===== config.mk =====
export PLATFORM = sky130hd
export DESIGN_NAME = ecc_scalar_ctrl
export DESIGN_NICKNAME = d
export VERILOG_FILES = /design/src/rtl/ecc_pkg.sv /design/src/rtl/ecc_scalar_ctrl.sv
export SDC_FILE = /design/constraint.sdc
export NUM_CORES = 1
export LEC_CHECK = 0
export CAP_MARGIN = 10
export CORE_AREA = 2 2 138 140
export DETAILED_ROUTE_END_ITERATION = 8
export DIE_AREA = 0 0 140 142
export GPL_ROUTABILITY_DRIVEN = 0
export GPL_TIMING_DRIVEN = 0
export PLACE_DENSITY = 0.86
export SLEW_MARGIN = 25
export SYNTH_ARGS = -nofsm -noshare
export SYNTH_HDL_FRONTEND = slang
export SYNTH_SLANG_ARGS = --single-unit

===== constraint.sdc =====
create_clock -name i_clk -period 4.57 [get_ports i_clk]
set_input_delay 0.914 -clock i_clk [delete_from_list [all_inputs] [get_ports i_clk]]
set_output_delay 0.914 -clock i_clk [all_outputs]
set_load 0.1 [all_outputs]

===== src/rtl/ecc_pkg.sv =====
// ecc_pkg -- shared definitions for the ECC scalar-multiplication datapath.
//   state_e      : sequencer states of ecc_scalar_ctrl
//   OP_DBL/ADD   : encoding of o_op_sel towards the point unit
//   SIZE_DEFAULT : default coordinate width on point-unit and result buses
package ecc_pkg;

  typedef enum logic [2:0] {
    ST_IDLE     = 3'd0,
    ST_BIT      = 3'd1,
    ST_DBL_REQ  = 3'd2,
    ST_DBL_WAIT = 3'd3,
    ST_ADD_REQ  = 3'd4,
    ST_ADD_WAIT = 3'd5,
    ST_DONE     = 3'd6
  } state_e;

  localparam logic OP_DBL = 1'b0;
  localparam logic OP_ADD = 1'b1;

  localparam int SIZE_DEFAULT = 32;

endpackage


===== src/rtl/ecc_scalar_ctrl.sv =====
// ecc_scalar_ctrl -- left-to-right double-and-add sequencer computing kP.
// Ports:
//   i_clk, i_rst_n            clock (rising edge), async active-low reset
//   i_start, a, prime, Px, Py, k
//                             start request and operands, latched on accept
//   o_op_valid, o_op_sel      one-cycle request to the point unit (0=DBL, 1=ADD)
//   o_op_x1/y1, o_op_x2/y2    operands Q and P presented to the point unit
//   o_a, o_prime              latched curve parameters
//   i_op_done, i_res_x/y/inf  result handshake from the point unit
//   kPx, kPy, o_inf           final result, held until the next completion
//   o_busy, o_done            activity flag and one-cycle completion pulse
module ecc_scalar_ctrl
  import ecc_pkg::*;
#(
  parameter int K_WIDTH = 4,
  parameter int P_WIDTH = 4,
  parameter int SIZE    = SIZE_DEFAULT
) (
  input  logic               i_clk,
  input  logic               i_rst_n,
  input  logic               i_start,
  input  logic [P_WIDTH-1:0] a,
  input  logic [P_WIDTH-1:0] prime,
  input  logic [P_WIDTH-1:0] Px,
  input  logic [P_WIDTH-1:0] Py,
  input  logic [K_WIDTH-1:0] k,
  output logic               o_op_valid,
  output logic               o_op_sel,
  output logic [SIZE-1:0]    o_op_x1,
  output logic [SIZE-1:0]    o_op_y1,
  output logic [SIZE-1:0]    o_op_x2,
  output logic [SIZE-1:0]    o_op_y2,
  output logic [SIZE-1:0]    o_a,
  output logic [SIZE-1:0]    o_prime,
  input  logic               i_op_done,
  input  logic [SIZE-1:0]    i_res_x,
  input  logic [SIZE-1:0]    i_res_y,
  input  logic               i_res_inf,
  output logic [SIZE-1:0]    kPx,
  output logic [SIZE-1:0]    kPy,
  output logic               o_inf,
  output logic               o_busy,
  output logic               o_done
);

  localparam int IDX_W = (K_WIDTH > 1) ? $clog2(K_WIDTH) : 1;

  state_e             state_q, state_d;
  logic [K_WIDTH-1:0] k_q, k_d;
  logic [SIZE-1:0]    a_q, a_d, prime_q, prime_d;
  logic [SIZE-1:0]    px_q, px_d, py_q, py_d;
  logic [SIZE-1:0]    qx_q, qx_d, qy_q, qy_d;
  logic [SIZE-1:0]    kpx_q, kpx_d, kpy_q, kpy_d;
  logic               q_inf_q, q_inf_d;
  logic               inf_q, inf_d;
  logic               done_q, done_d;
  logic [IDX_W-1:0]   idx_q, idx_d;
  logic               cur_bit, last_bit;

  assign cur_bit  = k_q[idx_q];
  assign last_bit = (idx_q == '0);

  // ---------------- state register ----------------
  always_ff @(posedge i_clk or negedge i_rst_n) begin
    if (!i_rst_n) state_q <= ST_IDLE;
    else          state_q <= state_d;
  end

  // ---------------- next-state logic ----------------
  always_comb begin
    state_d = state_q;
    case (state_q)
      ST_IDLE:     if (i_start) state_d = ST_BIT;
      // While Q is still infinity no doubling is needed; the bit is absorbed here.
      ST_BIT:      if (q_inf_q) state_d = last_bit ? ST_DONE : ST_BIT;
                   else         state_d = ST_DBL_REQ;
      ST_DBL_REQ:  state_d = ST_DBL_WAIT;
      ST_DBL_WAIT: if (i_op_done) begin
                     if (cur_bit && !i_res_inf) state_d = ST_ADD_REQ;
                     else                       state_d = last_bit ? ST_DONE : ST_BIT;
                   end
      ST_ADD_REQ:  state_d = ST_ADD_WAIT;
      ST_ADD_WAIT: if (i_op_done) state_d = last_bit ? ST_DONE : ST_BIT;
      ST_DONE:     state_d = ST_IDLE;
      default:     state_d = ST_IDLE;
    endcase
  end

  // ---------------- datapath registers ----------------
  always_ff @(posedge i_clk or negedge i_rst_n) begin
    if (!i_rst_n) begin
      k_q     <= '0;
      a_q     <= '0;
      prime_q <= '0;
      px_q    <= '0;
      py_q    <= '0;
      qx_q    <= '0;
      qy_q    <= '0;
      q_inf_q <= 1'b1;
      idx_q   <= '0;
      kpx_q   <= '0;
      kpy_q   <= '0;
      inf_q   <= 1'b0;
      done_q  <= 1'b0;
    end else begin
      k_q     <= k_d;
      a_q     <= a_d;
      prime_q <= prime_d;
      px_q    <= px_d;
      py_q    <= py_d;
      qx_q    <= qx_d;
      qy_q    <= qy_d;
      q_inf_q <= q_inf_d;
      idx_q   <= idx_d;
      kpx_q   <= kpx_d;
      kpy_q   <= kpy_d;
      inf_q   <= inf_d;
      done_q  <= done_d;
    end
  end

  always_comb begin
    k_d     = k_q;
    a_d     = a_q;
    prime_d = prime_q;
    px_d    = px_q;
    py_d    = py_q;
    qx_d    = qx_q;
    qy_d    = qy_q;
    q_inf_d = q_inf_q;
    idx_d   = idx_q;
    kpx_d   = kpx_q;
    kpy_d   = kpy_q;
    inf_d   = inf_q;
    done_d  = 1'b0;

    // Every return to BIT from a working state is a step to the next key bit.
    if (state_q != ST_IDLE && state_d == ST_BIT) idx_d = idx_q - IDX_W'(1);

    case (state_q)
      ST_IDLE: if (i_start) begin
        k_d     = k;
        a_d     = SIZE'(a);
        prime_d = SIZE'(prime);
        px_d    = SIZE'(Px);
        py_d    = SIZE'(Py);
        qx_d    = '0;
        qy_d    = '0;
        q_inf_d = 1'b1;
        idx_d   = IDX_W'(K_WIDTH - 1);
      end
      ST_BIT: if (q_inf_q && cur_bit) begin
        qx_d    = px_q;
        qy_d    = py_q;
        q_inf_d = 1'b0;
      end
      ST_DBL_WAIT: if (i_op_done) begin
        // Doubling collapsed to infinity on a set bit: O + P = P, no ADD needed.
        if (cur_bit && i_res_inf) begin
          qx_d    = px_q;
          qy_d    = py_q;
          q_inf_d = 1'b0;
        end else begin
          qx_d    = i_res_x;
          qy_d    = i_res_y;
          q_inf_d = i_res_inf;
        end
      end
      ST_ADD_WAIT: if (i_op_done) begin
        qx_d    = i_res_x;
        qy_d    = i_res_y;
        q_inf_d = i_res_inf;
      end
      ST_DONE: begin
        kpx_d  = q_inf_q ? '0 : qx_q;
        kpy_d  = q_inf_q ? '0 : qy_q;
        inf_d  = q_inf_q;
        done_d = 1'b1;
      end
      default: ;
    endcase
  end

  // ---------------- outputs ----------------
  always_comb begin
    o_op_valid = 1'b0;
    o_op_sel   = OP_DBL;
    o_busy     = (state_q != ST_IDLE);
    case (state_q)
      ST_DBL_REQ: begin o_op_valid = 1'b1; o_op_sel = OP_DBL; end
      ST_ADD_REQ: begin o_op_valid = 1'b1; o_op_sel = OP_ADD; end
      ST_ADD_WAIT: o_op_sel = OP_ADD;
      default: ;
    endcase
  end

  // Q only changes on the done edge, so operands stay stable REQ..done.
  assign o_op_x1 = qx_q;
  assign o_op_y1 = qy_q;
  assign o_op_x2 = px_q;
  assign o_op_y2 = py_q;
  assign o_a     = a_q;
  assign o_prime = prime_q;
  assign kPx     = kpx_q;
  assign kPy     = kpy_q;
  assign o_inf   = inf_q;
  assign o_done  = done_q;

endmodule

* After elaboration in Yosys (flattened, before gate mapping) *
Cells that the tools add are included.

storage, ports and cells
  flip-flop bits (word level) = 156
  bits of input ports = 89
  output and inout port bits = 261
  logic and storage cells = 74

cells by class
  add/subtract/negate cells = 1
  magnitude comparators = 1
  equality and inequality tests = 11
  muxes and demuxes = 34
  reduce and logical (&&, ||, !) cells = 13

operators with widths
  cell                                                count
  2-to-1 mux 32 bit                                   11
  one-hot mux 32 bit (4 select lines)                 2
  2-to-1 mux 3 bit                                    6
  one-hot mux 3 bit (6 select lines)                  1
  == test 3 bit, second input constant                3
  2-to-1 mux 1 bit                                    9
  != test 2 bit, second input constant                4
  == test 3 x 1 -> 1 bit, second input constant       2
  == test 3 x 2 -> 1 bit, second input constant       2
  2-to-1 mux 2 bit                                    3
  AND reduction 5 bit                                 1
  logical AND 1 bit                                   4
  one-hot mux 1 bit (4 select lines)                  1
  nonzero test 4 bit                                  1
  OR reduction 2 bit                                  2
  logical NOT 3 bit                                   1
  < comparator 2 x 3 -> 1 bit, second input constant  1
  nonzero test 3 bit                                  1
  binary-select mux 1 bit (select 2 bit)              1
  logical NOT 2 bit                                   1
  AND reduction 2 bit                                 1
  subtractor 2 x 1 -> 2 bit, second input constant    1
  logical NOT 1 bit                                   1

* Longest topological paths before layout *
Gate-level depths: netlist (run 1).

  word-level depth = 11
  depth in mapped cells = 8
  gate-level depth less buffers = 7

* Least setup slack after synthesis (run 1) *
Ideal clock, no wire load.

  kind = register -> output
  start point = reg state_q[2]
  end point = out o_op_valid
  arrival time = 2342 ps
  data required time = 3656 ps
  setup slack = 1314 ps
  stages on the path, launching flop included = 4
  buffers on the path = 1
  cell sequence = dfrtp_1 > clkbuf_1 > nand2b_1 > a21oi_1

between the ends
  cells in the longest elaborated chain, start to end = 3
  elaborated cells between the ends (all ways) = 4
  classes of those cells = eq/ne: 2; mux: 1; reduce/logical: 1

RTL lines
  item                                                     RTL line                RTL
  from (decl)                                              ecc_scalar_ctrl.sv:48   state_e state_q, state_d;
  from (signal assigned)                                   ecc_scalar_ctrl.sv:66   else state_q <= state_d;
  == test 3 bit or == test 3 x 2 -> 1 bit (tied branches)  ecc_scalar_ctrl.sv:189  case (state_q)
  OR reduction 2 bit (no line) (*)                         --
  2-to-1 mux 1 bit (*)                                     ecc_scalar_ctrl.sv:189
  to (decl)                                                ecc_scalar_ctrl.sv:27   output logic o_op_valid,

Mark *: on every way between the ends. The rest lies on a longest branch, timed or not.

* Worst setup path after layout (run 1) *
Same ends and word-level chain as after synthesis.

==> results.md, run 1 <==
- The critical path goes through clkbuf_1 -> nand2b_1 -> a21oi_1 -> clkdlybuf4s50_1.
- The required time of the critical path is 3.66 ns.
- Among all flip-flop cells after synthesis, the most frequent one is dfrtp_1.
- Pin placement for this block handled 350 I/O pins.
- The netlist area before placement is 7030 um^2.
- The via-per-instance ratio is 4.65.
- Dividing the detail-routed wire length by the instance count gives 16.5 um.
- The number of clock sinks seen by CTS is 156.
- Compared with the post-synthesis result, the final layout area differs by 52.7%.
- After detailed routing, the number of remaining DRC violations is 25.
- The time the final worst path needs with I/O delays and setup is 3.67 ns.
- Entering global routing, the biggest net connects 86 pins.
- In the final timing run, aggregate negative setup slack is 0 ns.
- The commonest non-fill, non-tap cell in the layout is clkdlybuf4s50_1.
- The longest clock path from root to sink contains 2 buffers.
- The multi-input combinational cells in the finished layout cover a total of 2470 um^2.
- The remaining antenna violation count is 0.
- The largest incremental delay on the critical path is 1.17 ns.
- The H-tree was split into 4 levels.
- The wire length of the first global-routing pass is 32.6 mm.
- The combinational family with the most area after synthesis is compound AO/OA/AOI/OAI gates.
- Max-cap violations in this run came to 0.
- The number of buffers added by the clock tree synthesis step is 17.
- The area of the core is 18500 um^2.
- By area the synthesized netlist is led by dfrtp_1 (55%), buf_4 (12%), nand2_1 (7.2%).
- The tightest min-delay check is of the in -> async type.
- The filler cells instantiated in the layout total 1570.
- The later pin in the worst-skew pair is clocked with a latency of 0.43 ns.
- The first TritonRoute pass finished after 7 iterations.
- Global routing finished with a remaining overflow of 0.
- The CTS tree is yes.
- On the critical path, the stage with the largest delay is an instance of clkdlybuf4s50_1.
- The kind of start point of the critical path is a flip-flop.
- The worst setup path is of the reg -> out kind.
- The flow ran to the end, but the final reports show violations.
- The wire length after detailed routing is 21.0 mm.
- Clock tree synthesis selected as its root buffer the cell clkbuf_16.
- The synthesized design contains 156 register bits.
- The die is 140 um wide.
- STA puts the critical path data arrival time at 2.75 ns.
- The number of antenna violations at the first check in global routing is 0.
- The flop-to-flop setup slack is 1.93 ns.
- The portion of the post-synthesis area used by sequential elements is 55.5%.
- The wire-length estimate of the detail-placed layout is 15.6 mm.
- The iteration-0 DRC count of the detailed router is 341.
- The number of enable flip-flop cells after synthesis is 0.
- The distinct cell type count of the synthesized netlist is 41.
- The transition at the pin with the smallest max-transition slack is 1.05 ns.
- Buffers placed on the I/O ports in this run total 236.
- The setup slack after layout is 0.904 ns.
- The die is 142 um tall.
- The top cell types in the final layout, fill and taps aside, are clkdlybuf4s50_1 (234), dfrtp_1 (155), nand2_1 (134).
- Once placement completed, the tool counted placed cells totaling 1244.
- The finished layout holds 1276 standard cells, fillers aside.
- The via count of the first global-routing pass came to 5867.
- Across the routed clock network, the largest skew measured is 0.00924 ns.
- The count of standard-cell rows is 50.
- The share of synthesized cell area in full adder, half adder and majority cells is 0.320%.
- The global routing usage summed across all routing layers is 21.1%.
- After Yosys synthesis, and, or, nand and nor cells account for 9.15% of the synthesized area.
- In this run the biggest area consumer among cell types represents 55.2% of the synthesized area.
- The launching point of the worst reg2reg path is state_q[2]$_DFF_PN0_.
- Of all nets on the critical path, the largest fanout is 10.
- The depth of the worst register-to-register path is 7.
- The reg-to-reg endpoint is o_op_x1[11]$_DFFE_PN0P_.
- The hold violation total from the final report is 0.
- The checks that failed: DRC.
- The starting density of the core is 38.1%.
- The fraction of layout cells with a size suffix above 1 is 17.4%.
- Yosys printed 0 warnings.
- Setup repair after global routing left no endpoint under its margin.
- The worst setup path is captured at an output port.
- The maximum clock frequency is 273 MHz.
- The post-CTS resize count is 0.
- Dividing the final minimum period by the clock period gives 80.2%.
- The library cell occupying the most area in the post-synthesis netlist is dfrtp_1.
- The number of hold-repair buffers added at the cts stage is 0.
- Setup violations remaining at the end of the flow were counted as 0.
- The repair_antennas step left the layout with diodes totalling 0.
- Registers take 3910 um^2.
- The number of pins with negative max-slew slack in the final report is 0.
- In the final design database the tool counted 1119 nets.
- Summing the areas of all xor and xnor instances in the mapped netlist gives 0% of the synthesized area.
- Timing analysis after detailed placement gives a worst setup slack of 1.39 ns.
- Of the post-synthesis cell area, the part taken by muxes is 3.81%.
- Clock-pin slew was measured on the worst setup and hold paths at 0.07 ns.
- Counting flops with an async set or reset pin after synthesis yields a share of 100%.
- In the synthesized netlist, the number of instances is 662.
- The via count of the routed design is 5930.
- The post-synthesis area per instance is 10.6 um^2.
- The tightest hold path in the finished design has a slack of 0.442 ns.
- The area enclosed by the die boundary is 19900 um^2.
- The complex-gate fraction of the synthesized area is 15.8%.
- After clock tree synthesis, the setup repair step added 0 buffers.
- The worst slew margin relative to its limit is 29.6%.
cell type report:
| type | instances | share of cell area [%] |
|---|---|---|
| multi-input combinational | 453 | 23.0 |
| timing repair buffer | 237 | 22.3 |
| tap | 234 | 2.73 |
| buffer | 156 | 9.78 |
| clock inverter | 15 | 1.63 |
| clock buffer | 17 | 3.96 |
| inverter | 8 | 0.280 |
| sequential | 156 | 36.4 |
Yosys cell counts (2+ instances only):
cell type  count
o2bb2ai_1      8
buf_2          2
buf_1          3
nand2_1      134
nand2b_1       4
a22oi_1        2
nor2_1         4
o21ai_0       67
buf_6          5
nand4_1        2
a22o_1        56
mux2i_1        2
a32oi_1        9
buf_4        113
mux2_2        20
nand3_1        3
a21oi_1        7
clkbuf_1      33
inv_1          8
dfrtp_1      155
nor3_1         3
a31oi_1        2
o22ai_1        2
routing by layer:
layer	GRT usage [%]	vias to the layer above	routed length [um]
li1	-	2782	-
met1	24.1	2836	8010
met2	37.3	277	10600
met3	7.47	35	2000
met4	7.02	0	461
met5	0	-	0
worst max path at each step:
stage                         startpoint                 endpoint  slack, ns  cells after the start
floorplan           state_q[2]$_DFF_PN0_               o_op_valid       1.31                      3
global placement                 i_rst_n  o_op_x1[13]$_DFFE_PN0P_      -3.76                      1
detailed placement  state_q[2]$_DFF_PN0_               o_op_valid       1.39                      4
CTS                 state_q[2]$_DFF_PN0_               o_op_valid       0.93                      4
global route        state_q[2]$_DFF_PN0_               o_op_valid       0.83                      4
finish              state_q[2]$_DFF_PN0_               o_op_valid       0.90                      4
kinds of logic after synthesis:
| kind of cell | count (synthesis) |
|---|---|
| AO/OA/AOI/OAI | 159 |
| adder cells (fa/ha/maj) | 2 |
| buffers and inverters | 164 |
| flip-flops | 156 |
| multiplexers | 23 |
| other | 1 |
| AND/OR/NAND/NOR | 157 |
through the flow:
step | area (um^2) | util (%)
floorplan | 7450 | -
global placement | 10100 | 54.7
detailed placement | 10100 | 54.9
CTS | 10700 | 58.1
global route | 10700 | 58.2
finish | 10700 | 58.2
worst max-delay path: cells and delay by family, from the launching register on:
| kind | cells | cell delay (ns) |
|---|---|---|
| buffers and inverters | 2 | 1.41 |
| flip-flops | 1 | 0.40 |
| AO/OA/AOI/OAI | 1 | 0.19 |
| AND/OR/NAND/NOR | 1 | 0.32 |
registers in the layout (all words and copies together) (netlist names):
| signal | cells |
|---|---|
| o_op_x2 | 4 |
| k_q | 4 |
| kPy | 32 |
| q_inf_q | 1 |
| idx_q | 2 |
| o_done | 1 |
| state_q | 3 |
| o_op_x1 | 32 |
| o_a | 4 |
| o_inf | 1 |
| o_op_y2 | 4 |
| o_prime | 4 |
| kPx | 32 |
| o_op_y1 | 32 |
Power of run 1 is not shown: default switching activity piles up to over one toggle a cycle in this logic, so the estimate is an artifact.
==> run 2, diff against run 1 <==
--- a/config.mk
+++ b/config.mk
@@ -6,12 +6,12 @@
 export NUM_CORES = 1
 export LEC_CHECK = 0
 export CAP_MARGIN = 10
-export CORE_AREA = 2 2 138 140
+export CORE_MARGIN = 2
+export CORE_UTILIZATION = 37
 export DETAILED_ROUTE_END_ITERATION = 8
-export DIE_AREA = 0 0 140 142
 export GPL_ROUTABILITY_DRIVEN = 0
 export GPL_TIMING_DRIVEN = 0
-export PLACE_DENSITY = 0.86
+export PLACE_DENSITY = 0.87
 export SLEW_MARGIN = 25
 export SYNTH_ARGS = -nofsm -noshare
 export SYNTH_HDL_FRONTEND = slang
==> constraint.sdc (replaced) <==
create_clock -name i_clk -period 3.1 [get_ports i_clk]
set_input_delay 0.62 -clock i_clk [delete_from_list [all_inputs] [get_ports i_clk]]
set_output_delay 0.62 -clock i_clk [all_outputs]
set_load 0.1 [all_outputs]
==> results.md, run 2 (synthesis results as in run 1) <==
- The flow ran to the end, and the final reports show no timing, DRC or antenna violations.
- The endpoint identified for the worst register-to-register timing path is o_op_x1[12]$_DFFE_PN0P_.
- The commonest non-fill, non-tap cell in the layout is clkdlybuf4s50_1.
- The sum of overflow across all layers after global routing is 0 (unchanged).
- The average routed wire per standard cell is 16.8 um (+2.0%).
- The count of unresolved DRC violations after routing is 0 (-100%).
- The flop-to-flop setup slack is 0.45 ns (-1.48 ns).
- The endpoint arrival time on the critical path is 2.31 ns (-0.44 ns).
- The via count of the routed design is 6046 (+2.0%).
- The largest net degree at the start of global routing is 87 (+1.2%).
- The post-placement worst setup slack is 0.218 ns (-1.17 ns).
- TritonCTS built the clock tree.
- The remaining antenna violation count came to 0 (unchanged).
- The number of clock sinks seen by CTS came to 156 (unchanged).
- The required time of the critical path is 2.48 ns (-1.18 ns).
- Leaving out fill and tap cells, the most frequent cells in the layout are clkdlybuf4s50_1 (231), dfrtp_1 (155), nand2_1 (134).
- The area enclosed by the die boundary is 20100 um^2 (+1.2%).
- The path category of the worst min-delay check is in -> async.
- The number of pins with negative max-slew slack in the final report came to 0 (unchanged).
- The H-tree depth is 4 (unchanged).
- The iteration-0 DRC count of the detailed router is 213 (-38%).
- The final count of negative-setup-slack endpoints is 0 (unchanged).
- The starting density of the core is 37.6% (-0.51 points).
- The area used by sequential logic in the layout is 3910 um^2 (unchanged).
- The number of buffers added by the clock tree synthesis step is 17 (unchanged).
- The critical path goes through clkbuf_1 -> nor2_1 -> nand2_1 -> dlygate4sd2_1.
- The count of standard-cell rows is 50 (unchanged).
- The time the final worst path needs with I/O delays and setup is 2.93 ns.
- The total of max-cap violations came to 0 (unchanged).
- The largest incremental delay on the critical path is 0.86 ns (-0.31 ns).
- The critical path is of the reg -> out type.
- The largest clock skew in the final design came to 0.0146 ns (+0.00535 ns).
- The post-placement cell count is 1244 (unchanged).
- The largest delay contributor family on the critical path is buffers and inverters.
- The floorplan die height is 142 um (-0.10%).
- The setup slack after layout is 0.171 ns (-0.733 ns).
- The global routing usage summed across all routing layers is 21.1% (-0.055 points).
- The hold violation total from the final report came to 0 (unchanged).
- The depth of the worst register-to-register path came to 8 (+1).
- On the critical path, the stage with the largest delay is an instance of dlygate4sd2_1.
- The multi-input gate area in the final layout is 2470 um^2 (unchanged).
- The filler-free cell count of the finished design is 1276 (unchanged).
- The total of fill cells in the finished design is 1544 (-1.7%).
- The fraction of layout cells with a size suffix above 1 is 17.4% (unchanged).
- The final critical-path share of the clock period is 94.5%.
- Derived from the worst setup path, the maximum achievable clock frequency is 341 MHz.
- The critical-path maximum fanout is 10 (unchanged).
- The HPWL reported at the end of detailed placement was 15.9 mm (+1.8%).
- The number of antenna violations at the first check in global routing was 0 (unchanged).
- Relative to the synthesized area, the layout overhead comes to 52.5%.
- The tree is rooted in a clkbuf_16.
- The startpoint identified for the worst register-to-register timing path is state_q[1]$_DFF_PN0_.
- The count of input and output buffers is 236 (unchanged).
- The total inserted antenna cells was 0 (unchanged).
- The boundary pin count is 350 (unchanged).
- The clock edge transition at the registers on the reported setup and hold paths is 0.07 ns (about the same).
- The latest clock arrival within the worst-skew pair is 0.42 ns (about the same).
- The transition at the pin with the smallest max-transition slack is 1.04 ns (-0.0147 ns).
- The length of the first detailed-routing pass in iterations is 5 (-2).
- The kind of start point of the critical path is a flip-flop.
- The via-per-instance ratio is 4.74 (+2.0%).
- The number of nets in the layout is 1119 (unchanged).
- The area of the core is 18700 um^2 (+1.4%).
- The worst slew margin relative to its limit came to 30.6% (+0.98 points).
- The via count of the first global-routing pass is 5709 (-2.7%).
- The wire length after detailed routing came to 21.5 mm (+2.0%).
- Setup repair after global routing left no endpoint under its margin.
- The number of buffers and inverters on the critical path is 2 (unchanged).
- The horizontal extent of the die is 142 um (+1.3%).
- The wire length of the first global-routing pass is 32.4 mm (-0.62%).
- The buffer depth of the longest clock path is 2 (unchanged).
- The worst setup path is captured at an output port.
==> run 2: changes by cell type in the layout (fill, tap and decap cells not counted), sizes merged <==
cell | previous run | this run
inv | 16 | 13
clkdlybuf4s50 | 234 | 231
dlymetal6s2s | 0 | 1
clkinv | 3 | 5
dlygate4sd2 | 0 | 1
clkbuf | 50 | 52
==> run 2: through the flow <==
step	cell area [um^2]	util (%)	hold WS, ns	TNS, ns
after floorplan	7450	-	0.324	0
final	10700	57.3	0.211	0
after detailed placement	10100	54.2	0.469	0
after global routing	10700	57.3	0.235	0
after global placement	10100	54.0	0.460	-759.65
after CTS	10700	57.3	0.212	0
==> run 2: repair_timing <==
item,CTS,global route
buffers inserted,0,0
resized for setup,2,3
endpoints found under the hold margin,0,0
setup endpoints to repair,2,2
hold buffers,0,0
==> run 2: final cells by class <==
type / count / area share (%)
Multi-Input combinational cell: 453 / 23.0
Buffer: 156 / 9.79
Clock buffer: 18 / 4.00
Timing Repair Buffer: 237 / 22.3
Inverter: 8 / 0.280
Tap cell: 234 / 2.73
Clock inverter: 14 / 1.49
Sequential cell: 156 / 36.4
==> run 2: metal layers <==
layer | global-route usage, % | routed length (um) | vias to the layer above
li1 | - | - | 2780
met1 | 25.3 | 8510 | 2950
met5 | 0 | 0 | -
met2 | 35.6 | 10600 | 285
met3 | 7.56 | 1930 | 31
met4 | 6.58 | 464 | 0
==> run 2: how the worst max path moves through the flow <==
stage | start | end | cells past startpoint
after floorplan | state_q[2]$_DFF_PN0_ | o_op_valid | 3
after global placement | i_rst_n | o_op_x1[14]$_DFFE_PN0P_ | 1
after detailed placement | state_q[0]$_DFF_PN0_ | o_op_valid | 4
after CTS | state_q[1]$_DFF_PN0_ | o_op_sel | 4
after global routing | state_q[2]$_DFF_PN0_ | o_busy | 4
final | state_q[2]$_DFF_PN0_ | o_busy | 4
Power of run 2 is left out for the same reason.
